### config.mk
export PLATFORM = sky130hd
export DESIGN_NAME = lut_builder
export DESIGN_NICKNAME = d
export VERILOG_FILES = /design/src/rtl/lut_builder.sv
export SDC_FILE = /design/constraint.sdc
export NUM_CORES = 1
export LEC_CHECK = 0
export BUFFER_PORTS_ARGS = -buffer_cell sky130_fd_sc_hd__buf_2
export CORE_ASPECT_RATIO = 1.4
export CORE_MARGIN = 10
export CORE_UTILIZATION = 35
export CTS_CLUSTER_DIAMETER = 30
export CTS_CLUSTER_SIZE = 20
export DETAILED_ROUTE_END_ITERATION = 10
export GPL_ROUTABILITY_DRIVEN = 0
export HOLD_SLACK_MARGIN = 0.08
export PLACE_DENSITY_LB_ADDON = 0.15
export SETUP_SLACK_MARGIN = 0.5
export SLEW_MARGIN = 40
export SYNTH_ARGS = -nofsm -noshare
export SYNTH_HDL_FRONTEND = slang
export SYNTH_SLANG_ARGS = --single-unit
### constraint.sdc
create_clock -name clk -period 6 [get_ports clk]
set_input_delay 0.3 -clock clk [delete_from_list [all_inputs] [get_ports clk]]
set_output_delay 0.3 -clock clk [all_outputs]
set_load 0.1 [all_outputs]
### src/rtl/lut_builder.sv
// Builds the 2**SIZE-entry complex LUT sum(+/-coef[j]) in Gray order, one RAM write per cycle.
// Optional build macro LUT_BUILDER_SATURATE_EN: clamp written entries and raise a sticky sat flag.
module lut_builder #(
  parameter int SIZE  = 4,
  parameter int WIDTH = 16,
  parameter int OUT_W = WIDTH + $clog2(SIZE) + 1
) (
  input  logic                    clk,
  input  logic                    rst,
  input  logic                    start,
  input  logic [SIZE*WIDTH-1:0]   coef_re,
  input  logic [SIZE*WIDTH-1:0]   coef_im,
  output logic                    busy,
  output logic                    done,
  output logic                    wr_en,
  output logic [SIZE-1:0]         wr_addr,
  output logic [OUT_W-1:0]        wr_re,
  output logic [OUT_W-1:0]        wr_im,
  output logic                    sat
);

  localparam int ACC_W  = WIDTH + $clog2(SIZE) + 2;
  localparam int CALC_W = (OUT_W > ACC_W) ? OUT_W : ACC_W;

  typedef enum logic [1:0] {IDLE, INIT, FILL, DONE} state_t;

  state_t state, state_next;
  logic [SIZE*WIDTH-1:0] lat_re, lat_im;
  logic signed [CALC_W-1:0] acc_re, acc_im, acc_re_next, acc_im_next;
  logic [SIZE-1:0] idx, idx_next;
  logic [SIZE:0]   kp1;
  logic [SIZE-1:0] gray_cur, gray_nxt, flip;
  logic [OUT_W-1:0] out_re_next, out_im_next;

  function automatic logic signed [CALC_W-1:0] coef_at(input logic [SIZE*WIDTH-1:0] v, input int j);
    logic signed [WIDTH-1:0] c;
    c = v[j*WIDTH +: WIDTH];
    return CALC_W'(c);
  endfunction

  // Moving from Gray(k) to Gray(k+1) flips exactly one select bit, so each FILL step adds or removes 2*coef[j].
  always_comb begin
    state_next  = state;
    idx_next    = idx;
    acc_re_next = acc_re;
    acc_im_next = acc_im;
    kp1         = {1'b0, idx} + (SIZE+1)'(1);
    gray_cur    = idx ^ (idx >> 1);
    gray_nxt    = kp1[SIZE-1:0] ^ kp1[SIZE:1];
    flip        = gray_cur ^ gray_nxt;
    case (state)
      IDLE: begin
        if (start) begin
          state_next  = INIT;
          idx_next    = '0;
          acc_re_next = '0;
          acc_im_next = '0;
        end
      end
      INIT: begin
        acc_re_next = acc_re - coef_at(lat_re, int'(idx));
        acc_im_next = acc_im - coef_at(lat_im, int'(idx));
        if (idx == SIZE'(SIZE-1)) begin
          state_next = FILL;
          idx_next   = '0;
        end else begin
          idx_next = idx + SIZE'(1);
        end
      end
      FILL: begin
        if (idx == {SIZE{1'b1}}) begin
          state_next = DONE;
        end else begin
          idx_next = idx + SIZE'(1);
          for (int j = 0; j < SIZE; j++) begin
            if (flip[j]) begin
              if (gray_nxt[j]) begin
                acc_re_next = acc_re + (coef_at(lat_re, j) <<< 1);
                acc_im_next = acc_im + (coef_at(lat_im, j) <<< 1);
              end else begin
                acc_re_next = acc_re - (coef_at(lat_re, j) <<< 1);
                acc_im_next = acc_im - (coef_at(lat_im, j) <<< 1);
              end
            end
          end
        end
      end
      DONE: state_next = IDLE;
      default: state_next = IDLE;
    endcase
  end

`ifdef LUT_BUILDER_SATURATE_EN
  localparam logic signed [CALC_W-1:0] OMAX = {{(CALC_W-OUT_W+1){1'b0}}, {(OUT_W-1){1'b1}}};
  localparam logic signed [CALC_W-1:0] OMIN = ~OMAX;

  logic clip_next;

  always_comb begin
    out_re_next = acc_re_next[OUT_W-1:0];
    out_im_next = acc_im_next[OUT_W-1:0];
    clip_next   = 1'b0;
    if (acc_re_next > OMAX) begin
      out_re_next = OMAX[OUT_W-1:0];
      clip_next   = 1'b1;
    end else if (acc_re_next < OMIN) begin
      out_re_next = OMIN[OUT_W-1:0];
      clip_next   = 1'b1;
    end
    if (acc_im_next > OMAX) begin
      out_im_next = OMAX[OUT_W-1:0];
      clip_next   = 1'b1;
    end else if (acc_im_next < OMIN) begin
      out_im_next = OMIN[OUT_W-1:0];
      clip_next   = 1'b1;
    end
  end

  // sat only reflects entries actually written during the current build.
  always_ff @(posedge clk) begin
    if (rst) begin
      sat <= 1'b0;
    end else if (state == IDLE && start) begin
      sat <= 1'b0;
    end else if (state_next == FILL && clip_next) begin
      sat <= 1'b1;
    end
  end
`else
  assign out_re_next = acc_re_next[OUT_W-1:0];
  assign out_im_next = acc_im_next[OUT_W-1:0];
  assign sat         = 1'b0;
`endif

  // Outputs are loaded from next-state values so the write data lines up with the registered strobe.
  always_ff @(posedge clk) begin
    if (rst) begin
      state   <= IDLE;
      idx     <= '0;
      acc_re  <= '0;
      acc_im  <= '0;
      lat_re  <= '0;
      lat_im  <= '0;
      busy    <= 1'b0;
      done    <= 1'b0;
      wr_en   <= 1'b0;
      wr_addr <= '0;
      wr_re   <= '0;
      wr_im   <= '0;
    end else begin
      state  <= state_next;
      idx    <= idx_next;
      acc_re <= acc_re_next;
      acc_im <= acc_im_next;
      if (state == IDLE && start) begin
        lat_re <= coef_re;
        lat_im <= coef_im;
      end
      busy  <= (state_next == INIT) || (state_next == FILL);
      done  <= (state_next == DONE);
      wr_en <= (state_next == FILL);
      if (state_next == FILL) begin
        wr_addr <= idx_next ^ (idx_next >> 1);
        wr_re   <= out_re_next;
        wr_im   <= out_im_next;
      end
    end
  end

endmodule

Yosys cells after proc, flatten, opt, wreduce, memory -nomap -nowiden. Cells that the tools add are included.

Memories: 0. Logic and storage cells: 86. Output and inout bits: 46. Bits in latches: 0. ROM bits: 0. RAM bits: 0. Input bits: 131. Bits in registers: 219.

Div/mod/pow operators: 0. Equal/unequal tests: 11. Reductions and logical operators: 5. $mul: 0. $add $sub $neg: 20. Magnitude comparators: 0. Shift-type cells: 2. Bitwise gates (word level): 4. Muxes and demuxes: 30.

Operators by type and width (number): $mux W20 (20); $add A20 B17 Y20 (8); $sub A20 B17 Y20 (8); $shiftx A64 B9 Y16 (2); $pmux W20 S3 (2); $sub A20 B16 Y20 (2); $mux W4 (3); $pmux W4 S3 (1); $eq A2 B2 Y1 const B (4); $pmux W2 S4 (1); $xor A4 B3 Y4 (2); $xor A4 B4 Y4 (2); $mux W2 (3); $add A4 B1 Y5 const B (1); $ne A5 B5 Y1 const B (1); $add A4 B1 Y4 const B (1); $eq A2 B1 Y1 const B (2); $eq A4 B2 Y1 const B (1); $eq A4 B4 Y1 const B (1); $ne A2 B2 Y1 const B (2); $reduce_and A4 Y1 (1); $reduce_bool A3 Y1 (1); $logic_not A2 Y1 (1); $logic_and A1 B1 Y1 (1); $logic_or A1 B1 Y1 (1).

Depth between registers and ports, before layout.
Depth in word-level cells: 9. Depth in mapped cells: 22. Mapped depth without buffers: 17.

Worst setup path before layout. OpenSTA, ideal clock, no wires.

Path kind: reg2reg. Start: register idx[1]. End: register wr_im[13]. Buffers on the path: 5. Setup time: 137 ps. Path slack: 1047 ps. Cell stages (with the launch flop): 22. Data arrival time: 4815 ps. Data required time: 5863 ps. Clock period less this slack: 4953 ps. Cell sequence: dfxtp_1 > clkbuf_1 > clkbuf_1 > inv_1 > ha_1 > clkbuf_1 > xnor2_1 > xnor2_1 > clkbuf_1 > clkbuf_1 > nor2_1 > xor2_1 > ha_1 > nor2b_1 > o31ai_1 > a211oi_1 > o31a_1 > or3_1 > nand3_1 > o41ai_1 > nor4_1 > a211oi_1.

Longest elaborated chain between the ends: 9. Elaborated cells on any way between the ends: 22. Classes of those cells: 2 x add/sub; 3 x eq/ne; 1 x shift; 13 x mux; 3 x bitwise.

Ends and longest elaborated chain: start, declared (line 30) `logic [SIZE-1:0] idx, idx_next;`; start signal, assigned (line 152) `idx <= idx_next;`; parallel branches: the longest is 9 deep, another holds $sub A20 B16 Y20; end signal, assigned (line 165) `wr_im <= out_im_next;`; end, declared (line 18) `output logic [OUT_W-1:0] wr_im,`.

Parallel ways; which one is timed is not known. The select of a mux whose other input is x is not followed. A chain may end at the register's enable or synchronous reset.

Worst setup path after layout.
Start: register idx[1]. End: register wr_re[17].

Longest elaborated chain between the ends: 9. Elaborated cells on any way between the ends: 22. Classes of those cells: 2 x add/sub; 3 x eq/ne; 1 x shift; 13 x mux; 3 x bitwise.

Ends and longest elaborated chain: parallel branches: the longest is 9 deep, another holds $sub A20 B16 Y20; end signal, assigned (line 164) `wr_re <= out_re_next;`; end, declared (line 17) `output logic [OUT_W-1:0] wr_re,`.

Parallel ways; which one is timed is not known. The select of a mux whose other input is x is not followed.

==> impl_results.md <==
- Crit Path Max Fanout: 12
- Synthesized instance count: 2787
- Max Cap Violations: 0
- Period utilisation layout: 86.0%
- CTS tree: done
- Finished Cell Area: between 20000 and 30000 sq um
- All-Layer GR Usage: ~26%
- Distinct cells, synth: 94
- Die Height: 309 um
- DRC violations left: 0
- P per Cell Area: approximately 380 nW/um^2
- Clk slew on worst S/H paths: about 0.04 ns
- Vias in the first global route: about 22000
- Least-Margin Pin Slew: 0.885 ns
- Initial Utilization: around 35%
- P_int: 5.70 mW
- Worst endpoint data arrival time: 5.59 ns
- Initial drt markers: ~1900
- Outcome: finished, final reports clean
- Clock skew: ~0.018 ns
- Final Hold Fails: 0
- Area contributors post-synth: dfxtp_1, ha_1, nand2_1
- Register area share after synthesis: 20.8%
- Synthesized area per cell: ~7.5 sq um
- Final setup vio count: 0
- Placed cells: about 3600
- Final Slew Violations: 0
- Worst path slowest cell: a2111oi_0
- Warnings, synthesis: 0
- Core area: 58900 sq um
- Number of buffers and inverters on the critical path: 2
- Yosys top cell by area: dfxtp_1
- RSZ-0062 raised after global routing: false
- ANT nets after route: 0
- Number of synthesized register bits: 217
- CP Capture Type: register
- # nets final: 3369
- Tmin final: just over 5 ns
- Routed vias: about 23000
- Setup CP Type: reg2reg
- Switch share: 41.6%
- Clock share of power: roughly a third
- Leakage: 10.7 nW
- Worst skew pair latency: 0.59 ns
- Vias/cell: roughly 6
- CTS H-tree depth: 2
- Share of cells above drive strength 1: 12.0%
- Synth async-reset ratio: 0%
- Mapped Area: about 21000 sq um
- Cts hold-fix bufs: 128
- Primary FF master, synth: dfxtp_1
- P&R area growth vs syn: 23.4%
- Cell Count, Final, Fillers Out: roughly 3800
- Setup TNS: 0 ns
- Synth Net Count: 3114
- Post-DP Area: 22500 sq um
- Port Buffer Count: 175
- Pre-CTS WS: 0.914 ns
- Critical Path Source: idx[1]
- Top delay family on crit path: compound AO/OA/AOI/OAI gates
- Total wire length: 93400 um
- Relative slew slack: 39.5%
- Die area: 69900 sq um
- Fmax: ~190 MHz
- WL/cell: 24.4 um
- Sink Count: roughly 220
- Largest net degree at the start of global routing: 88
- Cells along the critical path: inv_1 > ha_1 > xnor2_1 > xnor2_2 > buf_4 > a21oi_1 > xor2_1 > ha_1 > nand4_1 > a2111oi_0 > o31ai_1 > a21oi_1 > nor3_1 > a41oi_1 > nand4_1 > o211ai_1 > a311oi_1
- Num ports: approximately 180
- Setup bufs post-CTS: 0
- DPL Wire Length: 73500 um
- Number of buffers created by CTS: 49
- Comb pwr share: 48.3%
- Largest stage delay on the critical path: 0.79 ns
- Worst Path Required: between 6 and 7 ns
- Hold Path Class: in2reg
- DIE WIDTH: 226 um
- Post-CTS resize count: 0
- Setup ws final: ~0.84 ns
- Initial antenna violation count: 0
- R2R Path Start: idx[1]
- Startpoint types: register
- Pre-Repair DR Iteration Count: 7
- Sw Pwr: approximately 4.1 mW
- Num rows: 105
- Hold wc startpoint: rst
- Number of flops mapped to enable cells by yosys: 0
- First-pass GRT wire length: 136000 um
- Root buf cell: clkbuf_16
- Clock Path Buffers: 3
- Worst vdd ir: 199 uV
- Final core occ: 43.7%
- Overflow after GRT: 0
- Post-synth top area share: 20.8%
- Sequential share of power: between 15 and 20%
-- final timing paths --
kind                                    to  slack, ns  depth (start not counted)
worst max register to register   wr_re[17]       0.84                         17
worst max-delay path             wr_re[17]       0.84                         17
worst min-delay path            acc_re[12]       0.22                          2
worst min register to register    wr_re[4]       0.48                          2
-- flip-flops by register name (all words and copies together) (netlist names), 2 cells and up --
register  flops
lat_im       64
lat_re       64
acc_im       19
acc_re       19
wr_im        19
wr_re        19
idx           4
wr_addr       4
state         2
-- Yosys cell counts (all sizes together), types with 19 or more instances --
cell      n
a211oi   78
a21o     46
a21oi   315
a31oi    37
and2     21
clkbuf  119
dfxtp   217
ha      186
inv      82
mux4     32
nand2   446
nand2b   38
nand3    41
nor2    247
nor2b    19
nor3     57
o211ai   31
o21a     40
o21ai   152
o31ai    25
o41ai    19
xnor2   143
xor2     90
-- worst reg2reg max path: stages, from the launching register on --
cell	delay (ns)
dfxtp_2	0.35
inv_1	0.05
ha_1	0.51
xnor2_1	0.23
xnor2_2	0.63
buf_4	0.29
a21oi_1	0.07
xor2_1	0.19
ha_1	0.44
nand4_1	0.17
a2111oi_0	0.79
o31ai_1	0.28
a21oi_1	0.29
nor3_1	0.08
a41oi_1	0.18
nand4_1	0.18
o211ai_1	0.17
a311oi_1	0.12
-- cells by family after synthesis --
family / after synthesis / share of synthesized area (%)
flops: 217 / 20.8
compound gates: 894 / 27.6
buf+inv: 218 / 4.02
simple gates: 976 / 20.9
xor+xnor: 236 / 10.2
other cells: 1 / 0.0180
mux: 49 / 4.30
fa+ha+maj: 196 / 12.1
-- power by group through the flow --
stage               Sequential [mW]  Clock (mW)  Combinational [mW]
floorplan                      1.72           0                3.42
global placement               1.93           0                4.48
detailed placement             1.93           0                4.54
CTS                            1.90        3.19                4.63
global route                   1.91        3.27                5.11
finish                         1.91        3.14                4.71
-- stage by stage --
step / power [mW] / hold slack [ns]
after floorplan: 5.14 / 0.436
after global routing: 10.3 / 0.257
after global placement: 6.41 / 0.465
after detailed placement: 6.47 / 0.473
final: 9.77 / 0.222
after CTS: 9.73 / 0.214
-- routing by layer --
metal | routed length [um] | up-vias | global-route usage, %
li1 | - | 10668 | -
met5 | 0 | - | 0
met4 | 10400 | 0 | 25.6
met1 | 31800 | 10645 | 25.0
met2 | 47000 | 892 | 46.2
met3 | 4230 | 348 | 3.05
-- cells in the final DEF, fill, tap and decap left out, drive strengths merged, types with 57 or more instances in the layout --
| master | count |
|---|---|
| inv | 91 |
| dlygate4sd3 | 128 |
| nor3 | 57 |
| o21ai | 152 |
| nand2 | 446 |
| dfxtp | 217 |
| nor2 | 247 |
| buf | 212 |
| clkbuf | 59 |
| xnor2 | 143 |
| xor2 | 90 |
| a211oi | 78 |
| a21oi | 315 |
| ha | 186 |
-- cell type report --
| type | instances | area, sq um |
|---|---|---|
| sequential | 217 | 4350 |
| timing repair buffer | 340 | 2440 |
| clock inverter | 32 | 592 |
| tap | 749 | 937 |
| inverter | 82 | 308 |
| multi-input combinational | 2352 | 15800 |
| antenna | 2 | 5.00 |
| clock buffer | 59 | 1340 |
| fill | 5928 | 33100 |
Power figures use the tool's default switching activity.
